==> src/rtl/au4_ptr_ctrl.sv <==
// AU-4 pointer controller for the STM-1 transmit path: frame position, per-frame
// justification/NDF decision, pointer word generation and row-4 H-byte stream.
module au4_ptr_ctrl #(
    parameter logic [9:0] PTR_RST     = 10'd522,
    parameter int         HOLD_FRAMES = 3
) (
    input  logic       clk19,
    input  logic       rst,
    input  logic       txsof,
    input  logic       inc_req,
    input  logic       dec_req,
    input  logic [9:0] cfg_ptr,
    input  logic       cfg_load,
    output logic       ptr_en,
    output logic [7:0] ptr_dat,
    output logic       neg_opp,
    output logic       pos_stuff,
    output logic [9:0] cur_ptr,
    output logic       cfg_err
);

    typedef enum logic [1:0] {
        D_NORMAL = 2'd0,
        D_INC    = 2'd1,
        D_DEC    = 2'd2,
        D_NDF    = 2'd3
    } dec_t;

    localparam logic [11:0] POS_LAST = 12'd2429;
    localparam logic [11:0] POS_H1   = 12'd810;
    localparam logic [11:0] POS_CMT  = 12'd818;
    localparam logic [9:0]  PTR_MAX  = 10'd782;
    localparam logic [9:0]  I_MASK   = 10'b10_1010_1010;
    localparam logic [9:0]  D_MASK   = 10'b01_0101_0101;
    localparam logic [2:0]  HOLD_VAL = 3'(HOLD_FRAMES);

    function automatic logic [15:0] ptr_word(input dec_t d, input logic [9:0] p);
        logic [15:0] w;
        case (d)
            D_INC:   w = {4'b0110, 2'b10, p ^ I_MASK};
            D_DEC:   w = {4'b0110, 2'b10, p ^ D_MASK};
            D_NDF:   w = {4'b1001, 2'b10, p};
            default: w = {4'b0110, 2'b10, p};
        endcase
        return w;
    endfunction

    function automatic logic [9:0] ptr_up(input logic [9:0] p);
        return (p == PTR_MAX) ? 10'd0 : p + 10'd1;
    endfunction

    function automatic logic [9:0] ptr_down(input logic [9:0] p);
        return (p == 10'd0) ? PTR_MAX : p - 10'd1;
    endfunction

    logic [11:0] pos_r, pos_nxt;
    dec_t        dec_r, dec_nxt;
    logic [2:0]  hold_r, hold_nxt;
    logic [9:0]  ptr_r, ptr_nxt;
    logic        load_pend_r, load_pend_nxt;
    logic [9:0]  load_val_r, load_val_nxt;
    logic        en_nxt, neg_nxt, stuff_nxt, err_nxt;
    logic [7:0]  dat_nxt;
    logic [15:0] word;
    logic        cfg_ok;

    assign word    = ptr_word(dec_r, ptr_r);
    assign cfg_ok  = cfg_load && (cfg_ptr <= PTR_MAX);
    assign cur_ptr = ptr_r;

    // Next-state: position, frame decision, pointer commit, pending load and outputs.
    // All registered outputs are computed from pos_nxt so they line up with pos.
    always_comb begin
        dec_nxt       = dec_r;
        hold_nxt      = hold_r;
        ptr_nxt       = ptr_r;
        load_pend_nxt = load_pend_r;
        load_val_nxt  = load_val_r;
        en_nxt        = 1'b0;
        dat_nxt       = 8'h00;
        neg_nxt       = 1'b0;
        stuff_nxt     = 1'b0;
        err_nxt       = cfg_load && !cfg_ok;

        if (txsof) begin
            pos_nxt = 12'd0;
        end else if (pos_r == POS_LAST) begin
            pos_nxt = 12'd0;
        end else begin
            pos_nxt = pos_r + 12'd1;
        end

        if (pos_nxt == 12'd0) begin
            if (load_pend_r) begin
                dec_nxt       = D_NDF;
                hold_nxt      = HOLD_VAL;
                ptr_nxt       = load_val_r;
                load_pend_nxt = 1'b0;
            end else if (hold_r != 3'd0) begin
                dec_nxt  = D_NORMAL;
                hold_nxt = hold_r - 3'd1;
            end else if (inc_req && !dec_req) begin
                dec_nxt  = D_INC;
                hold_nxt = HOLD_VAL;
            end else if (dec_req && !inc_req) begin
                dec_nxt  = D_DEC;
                hold_nxt = HOLD_VAL;
            end else begin
                dec_nxt = D_NORMAL;
            end
        end else if (pos_nxt == POS_CMT) begin
            // A forced restart before this point never reaches the commit
            case (dec_r)
                D_INC:   ptr_nxt = ptr_up(ptr_r);
                D_DEC:   ptr_nxt = ptr_down(ptr_r);
                default: ptr_nxt = ptr_r;
            endcase
        end else begin
            ptr_nxt = ptr_r;
        end

        // A new load after the frame-start clear wins over it
        if (cfg_ok) begin
            load_pend_nxt = 1'b1;
            load_val_nxt  = cfg_ptr;
        end else begin
            load_val_nxt = load_val_r;
        end

        case (pos_nxt)
            POS_H1: begin
                en_nxt  = 1'b1;
                dat_nxt = word[15:8];
            end
            12'd811, 12'd812: begin
                en_nxt  = 1'b1;
                dat_nxt = 8'h9B;
            end
            12'd813: begin
                en_nxt  = 1'b1;
                dat_nxt = word[7:0];
            end
            12'd814, 12'd815: begin
                en_nxt  = 1'b1;
                dat_nxt = 8'hFF;
            end
            12'd816, 12'd817, 12'd818: begin
                if (dec_r == D_DEC) begin
                    neg_nxt = 1'b1;
                end else begin
                    en_nxt = 1'b1;
                end
            end
            12'd819, 12'd820, 12'd821: begin
                if (dec_r == D_INC) begin
                    en_nxt    = 1'b1;
                    stuff_nxt = 1'b1;
                end else begin
                    en_nxt = 1'b0;
                end
            end
            default: en_nxt = 1'b0;
        endcase
    end

    // State and output registers.
    always_ff @(posedge clk19) begin
        if (rst) begin
            pos_r       <= 12'd0;
            dec_r       <= D_NORMAL;
            hold_r      <= 3'd0;
            ptr_r       <= PTR_RST;
            load_pend_r <= 1'b0;
            load_val_r  <= 10'd0;
            ptr_en      <= 1'b0;
            ptr_dat     <= 8'h00;
            neg_opp     <= 1'b0;
            pos_stuff   <= 1'b0;
            cfg_err     <= 1'b0;
        end else begin
            pos_r       <= pos_nxt;
            dec_r       <= dec_nxt;
            hold_r      <= hold_nxt;
            ptr_r       <= ptr_nxt;
            load_pend_r <= load_pend_nxt;
            load_val_r  <= load_val_nxt;
            ptr_en      <= en_nxt;
            ptr_dat     <= dat_nxt;
            neg_opp     <= neg_nxt;
            pos_stuff   <= stuff_nxt;
            cfg_err     <= err_nxt;
        end
    end

endmodule

==> config.mk <==
export PLATFORM = sky130hd
export DESIGN_NAME = au4_ptr_ctrl
export DESIGN_NICKNAME = d
export VERILOG_FILES = /design/src/rtl/au4_ptr_ctrl.sv
export SDC_FILE = /design/constraint.sdc
export NUM_CORES = 1
export LEC_CHECK = 0
export ABC_AREA = 0
export CORE_ASPECT_RATIO = 1.25
export CORE_MARGIN = 2
export CORE_UTILIZATION = 40
export DETAILED_ROUTE_END_ITERATION = 8
export GPL_TIMING_DRIVEN = 1
export PLACE_DENSITY = 0.73
export SYNTH_ARGS = -nofsm -noshare
export SYNTH_HDL_FRONTEND = slang
export SYNTH_SLANG_ARGS = --single-unit
export TNS_END_PERCENT = 30
==> constraint.sdc <==
create_clock -name clk19 -period 3.2 [get_ports clk19]
set_input_delay 0.64 -clock clk19 [delete_from_list [all_inputs] [get_ports clk19]]
set_output_delay 0.64 -clock clk19 [all_outputs]
set_load 0.01 [all_outputs]
---- Word-level counts from Yosys, hierarchy flattened ----
Index checks and enable logic that the tools add are counted.
storage, ports and cells
  bits in registers ....................... 50
  input port bits ......................... 16
  output and inout port bits .............. 22
  word-level logic and storage cells ...... 85
operators by class
  add/sub/neg operators ................... 4
  order comparisons ....................... 1
  equal/unequal tests ..................... 18
  muxes and demuxes ....................... 24
  bitwise gates (word level) .............. 4
  reduce and logical (&&, ||, !) cells .... 23
operators with widths
  operator               number
  $eq 12x10->1 const B   12
  $mux 10                5
  $pmux 16 s3            1
  $pmux 8 s4             1
  $mux 12                2
  $pmux 10 s2            1
  $add 12x1->12 const B  1
  $eq 12x12->1 const B   1
  $logic_not 12->1       1
  $mux 3                 4
  $add 10x1->10 const B  1
  $eq 10x10->1 const B   1
  $le 10x10->1 const B   1
  $logic_not 10->1       1
  $not 5->5              2
  $sub 10x1->10 const B  1
  $mux 2                 4
  $reduce_or 2->1        4
  $reduce_bool 3->1      2
  $reduce_or 3->1        2
  $reduce_or 6->1        1
  $mux 1                 5
  $eq 2x2->1 const B     2
  $logic_and 1x1->1      4
  10 further kinds       14

---- Logic depth before layout (Yosys ltp) ----
Gate-level depths: netlist of run 1.
  depth in word-level cells ............... 7
  mapped depth ............................ 10
  depth with buffers taken out ............ 9

---- Worst setup path before layout of run 1 ----
No wires, ideal clock.
  kind .................................... flip-flop to flip-flop
  start ................................... register ptr_r[0] (netlist: cur_ptr[0])
  end ..................................... register ptr_r[4] (netlist: cur_ptr[4])
  setup time .............................. 133 ps
  arrival ................................. 2294 ps
  required time ........................... 3067 ps
  slack ................................... 772 ps
  stages on the path, launching flop included .. 10
  path buffers ............................ 0
  clock period less this slack ............ 2428 ps
  cell sequence ........................... dfxtp_1 inv_1 ha_1 or4b_2 nor4_2 nor2_1 a221oi_1 a21oi_1 nand2_1 a311oi_1
on the way
  longest elaborated chain between the ends .. 5
  elaborated cells between the ends (all ways) .. 9
  those cells by class .................... add/sub: 2; eq/ne: 1; mux: 5; reduce/logical: 1
ends and longest elaborated chain
  what                                         line    text
  start: declaration                           59      logic [9:0] ptr_r, ptr_nxt;
  start signal: assignment                     184     ptr_r <= ptr_nxt;
  $sub 10x1->10, or another cell as far along  53      return (p == 10'd0) ? PTR_MAX : p - 10'd1;
  $mux 10, on equally long branches            53, 49
  $pmux 10 s2 *                                113     case (dec_r)
  $mux 10 *                                    111     end else if (pos_nxt == POS_CMT) begin
  $mux 10 *                                    93      if (pos_nxt == 12'd0) begin
Mark *: on every way between the ends. The rest lies on a longest branch, timed or not. The select of a mux whose other input is x is not followed.
A chain may end at the register's enable or synchronous reset.

---- Final worst setup path of run 1 ----
  start ................................... register pos_r[0]
  end ..................................... register ptr_r[3] (netlist: cur_ptr[3])
on the way
  longest elaborated chain between the ends .. 6
  elaborated cells between the ends (all ways) .. 11
  those cells by class .................... add/sub: 1; eq/ne: 3; mux: 3; reduce/logical: 4
ends and longest elaborated chain
  what                                                       line     text
  start: declaration                                         56       logic [11:0] pos_r, pos_nxt;
  start signal: assignment                                   181      pos_r <= pos_nxt;
  $add 12x1->12 or $eq 12x12->1 (tied branches)              90, 87
  $mux 12 *                                                  87       end else if (pos_r == POS_LAST) begin
  $mux 12 *                                                  85       if (txsof) begin
  $eq 12x10->1 or $logic_not 12->1 (tied branches)           111, 93
  $reduce_bool 2->1 (no line), or another cell as far along  -
  $reduce_and 3->1 (no line)                                 -
Mark *: on every way between the ends. The rest lies on a longest branch, timed or not.

==> out/qor.yml, run 1 <==
rsz0062_at_grt: "no"
row_count: 35
hold_path_startpoint: "load_val_r[8]"
synth_area_leaders: "dfxtp_1 33%, xnor2_1 5.9%, nor2_1 5.6%"
first_pass_iters: 5
syn_inst: 377
finalMaxSlewViolations: 0
grt_use_total_pct: 18.74
synth_cell_types: 61
cts_buffer_depth: 2
crit_type: "flop to flop"
routed_wirelength_um: 7179
synthDominantCellAreaShare_pct: 33.44
r2r_end: "cur_ptr[3]"
syn_nets: 403
p_int_w: 0.0009355
p_clk_share_pct: 29.8
htreeDepth: 2
setup_tns_ps: 0
die_y_um: 100.7
grt_pass1_vias: 2770
cts_buffers: 5
die_w_um: 81.37
path_cells: "ha_1 > xnor2_1 > nand2_1 > or4bb_1 > nor4_4 > a21oi_1 > buf_4 > o22ai_1 > o221ai_1"
slew_headroom_pct: 60.09
fmax_mhz: 349.3
cp_max_fo: 17
io_buffers: 37
worst_hold_slack_ps: 482.4
status: "finished, final reports clean"
grt_start_max_net_pins: 24
syn_avg_cell_area_um2: 7.939
nFillCells: 685
yosys.cell_count.top_type: "dfxtp_1"
start_util_pct: 40.92
drt_iter0_markers: 221
synth_edf_count: 0
fin_skew_ps: 19.51
route.vias.total: 2857
final_area_mm2: 0.003546
vias_per_cell: 5.714
synth_common_cells: "50 x dfxtp_1, 45 x nor2_1, 33 x nand2_1"
finalHoldViolCount: 0
cts_tree: "done"
ys.flop_type: "dfxtp_1"
setup_violations: 0
cp.required_ps: 3370
place_ws_ps: 231.2
postRouteAntennaNets: 0
hpwlAfterDp_um: 5292
n_antenna_cell: 0
die_area_mm2: 0.008194
peakVddDrop_mv: 0.1949
cp_slowest_cell: "or4bb_1"
switching_share_pct: 31.02
synthArstFlopShare_pct: 0
coreArea_mm2: 0.007313
cp_data_arrival_time_ps: 3040
setup_ws_ps: 337.2
ys_ff_latch: 50
placed_cell_area_mm2: 0.003447
num_io_pins: 38
ys_seq_area_share_pct: 33.44
grt_overflow: 0
period_share_pct: 89.46
final_util_pct: 48.49
post_cts_resized: 0
timing.max_cap.violations: 0
power_density_mw_per_mm2: 382.5
combPwrFrac_pct: 19.5
rrSetupSlack_ps: 340
r2r-start: "pos_r[0]"
hold_buffers: 0
cts_setup_buffers: 0
routedWlPerCell_um: 14.36
p_sw_w: 0.0004207
layout.nets: 433
insertion_delay_ps: 320
whs_endpoint: "load_val_r[8]"
drive_gt1_share_pct: 7.108
p_seq_share_pct: 50.8
max_slew.worst_pin.slew_ps: 598.6
min_path_cells: 2
areaGrowthSynthToFinish_pct: 18.48
end_kind: "flop"
cts_sinks: 50
grt_first_pass_wirelength_um: 12410
antenna_found_initial: 0
drc_errors: 0
yosysWarnings: 0
gp_congestion: 0.9011
synth_top_area_cell: "dfxtp_1"
cp_slowest_stage_delay_ps: 550
root_buffer: "clkbuf_8"
leakage_nw: 1.268
rr_worst_depth: 9
hp-class: "flop to flop"
final.min_clock_period_ps: 2863
synth_area_mm2: 0.002993
worstSetupStartpointType: "flop"
path_clk_slew_ps: 110
==> layout by cell type, fill, tap and decap left out, types with 10 or more instances in the layout <==
cell	Yosys	layout
xnor2_1	20	20
nor2_1	45	45
nand2_1	33	33
nand3_1	10	10
buf_4	2	12
o21ai_0	13	13
a21oi_1	19	19
inv_1	17	17
clkdlybuf4s50_1	0	37
nor3_1	23	23
ha_1	10	10
dfxtp_1	50	49
==> worst max-delay path by stage <==
stage / start / cells past startpoint / to
floorplan: cur_ptr[0] / 9 / cur_ptr[4]
global placement: pos_r[0] / 9 / dec_r[1]
detailed placement: pos_r[0] / 9 / dec_r[0]
CTS: pos_r[0] / 9 / dec_r[0]
global route: pos_r[0] / 9 / dec_r[0]
finish: pos_r[0] / 9 / cur_ptr[3]
==> stage by stage <==
step | power, W | instances
after floorplan | 0.0008768 | 377
after global placement | 0.0009580 | 492
after detailed placement | 0.0009635 | 492
after CTS | 0.001367 | 500
after global routing | 0.001423 | 500
final | 0.001356 | 500
==> logic make-up (layout without fill, tap and decap cells) <==
group / after synthesis / in the layout / share of synthesized area [%]
adder cells (fa/ha/maj): 10 / 10 / 4.181
XOR/XNOR: 24 / 24 / 7.023
flip-flops: 50 / 50 / 33.44
multiplexers: 8 / 8 / 2.676
AND/OR/NAND/NOR: 165 / 165 / 28.34
buffers and inverters: 43 / 74 / 6.187
AO/OA/AOI/OAI: 77 / 77 / 18.14
==> routing by layer <==
layer	up-vias	track usage, %	part of all wire [%]	routed length (um)
met1	1338	23.55	44	3178
met5	-	0	0	0
met3	19	2.599	3.9	283
met2	92	32.09	49	3552
met4	0	7.040	2.3	164
li1	1408	-	-	-
==> layout make-up <==
cell class	count	area, um^2	area share, %
multi-input cells	284	1807	50.95
clock inverters	3	28.78	0.8116
repair buffers	49	460.4	12.99
inverters	17	63.81	1.800
flip-flops and latches	50	1002	28.26
clock buffers	5	68.82	1.941
well taps	92	115.1	3.246
==> critical path, delay by kind of cell, from the launching register on <==
family	cells	cell delay, ps
AOI/OAI and AO/OA	3	520
xor gates and xnor gates	1	340
adders and majority gates	1	290
buffers and inverters	1	250
DFF	1	420
and+or+nand+nor	3	890
==> power groups by stage <==
stage	Clock (W)	Combinational, W	Sequential [W]
floorplan	0	0.000191	0.000686
global placement	0	0.000257	0.000701
detailed placement	0	0.000262	0.000702
CTS	0.000416	0.000263	0.000688
global route	0.000435	0.000295	0.000694
finish	0.000404	0.000264	0.000688
==> state kept, by name (all words and copies together), names as in the netlist <==
name and cells:
load_val_r 10, pos_stuff 1, neg_opp 1, hold_r 3, pos_r 12, ptr_en 1, load_pend_r 1, ptr_dat 8
cfg_err 1, cur_ptr 10, dec_r 2
(Power assumes the default switching activity.)
==> inputs of run 2 (changes only) <==
Settings changed: CTS_CLUSTER_DIAMETER from default to 120.
==> results of run 2 <==
The final DEF is identical to that of run 1; final timing and power are the same.
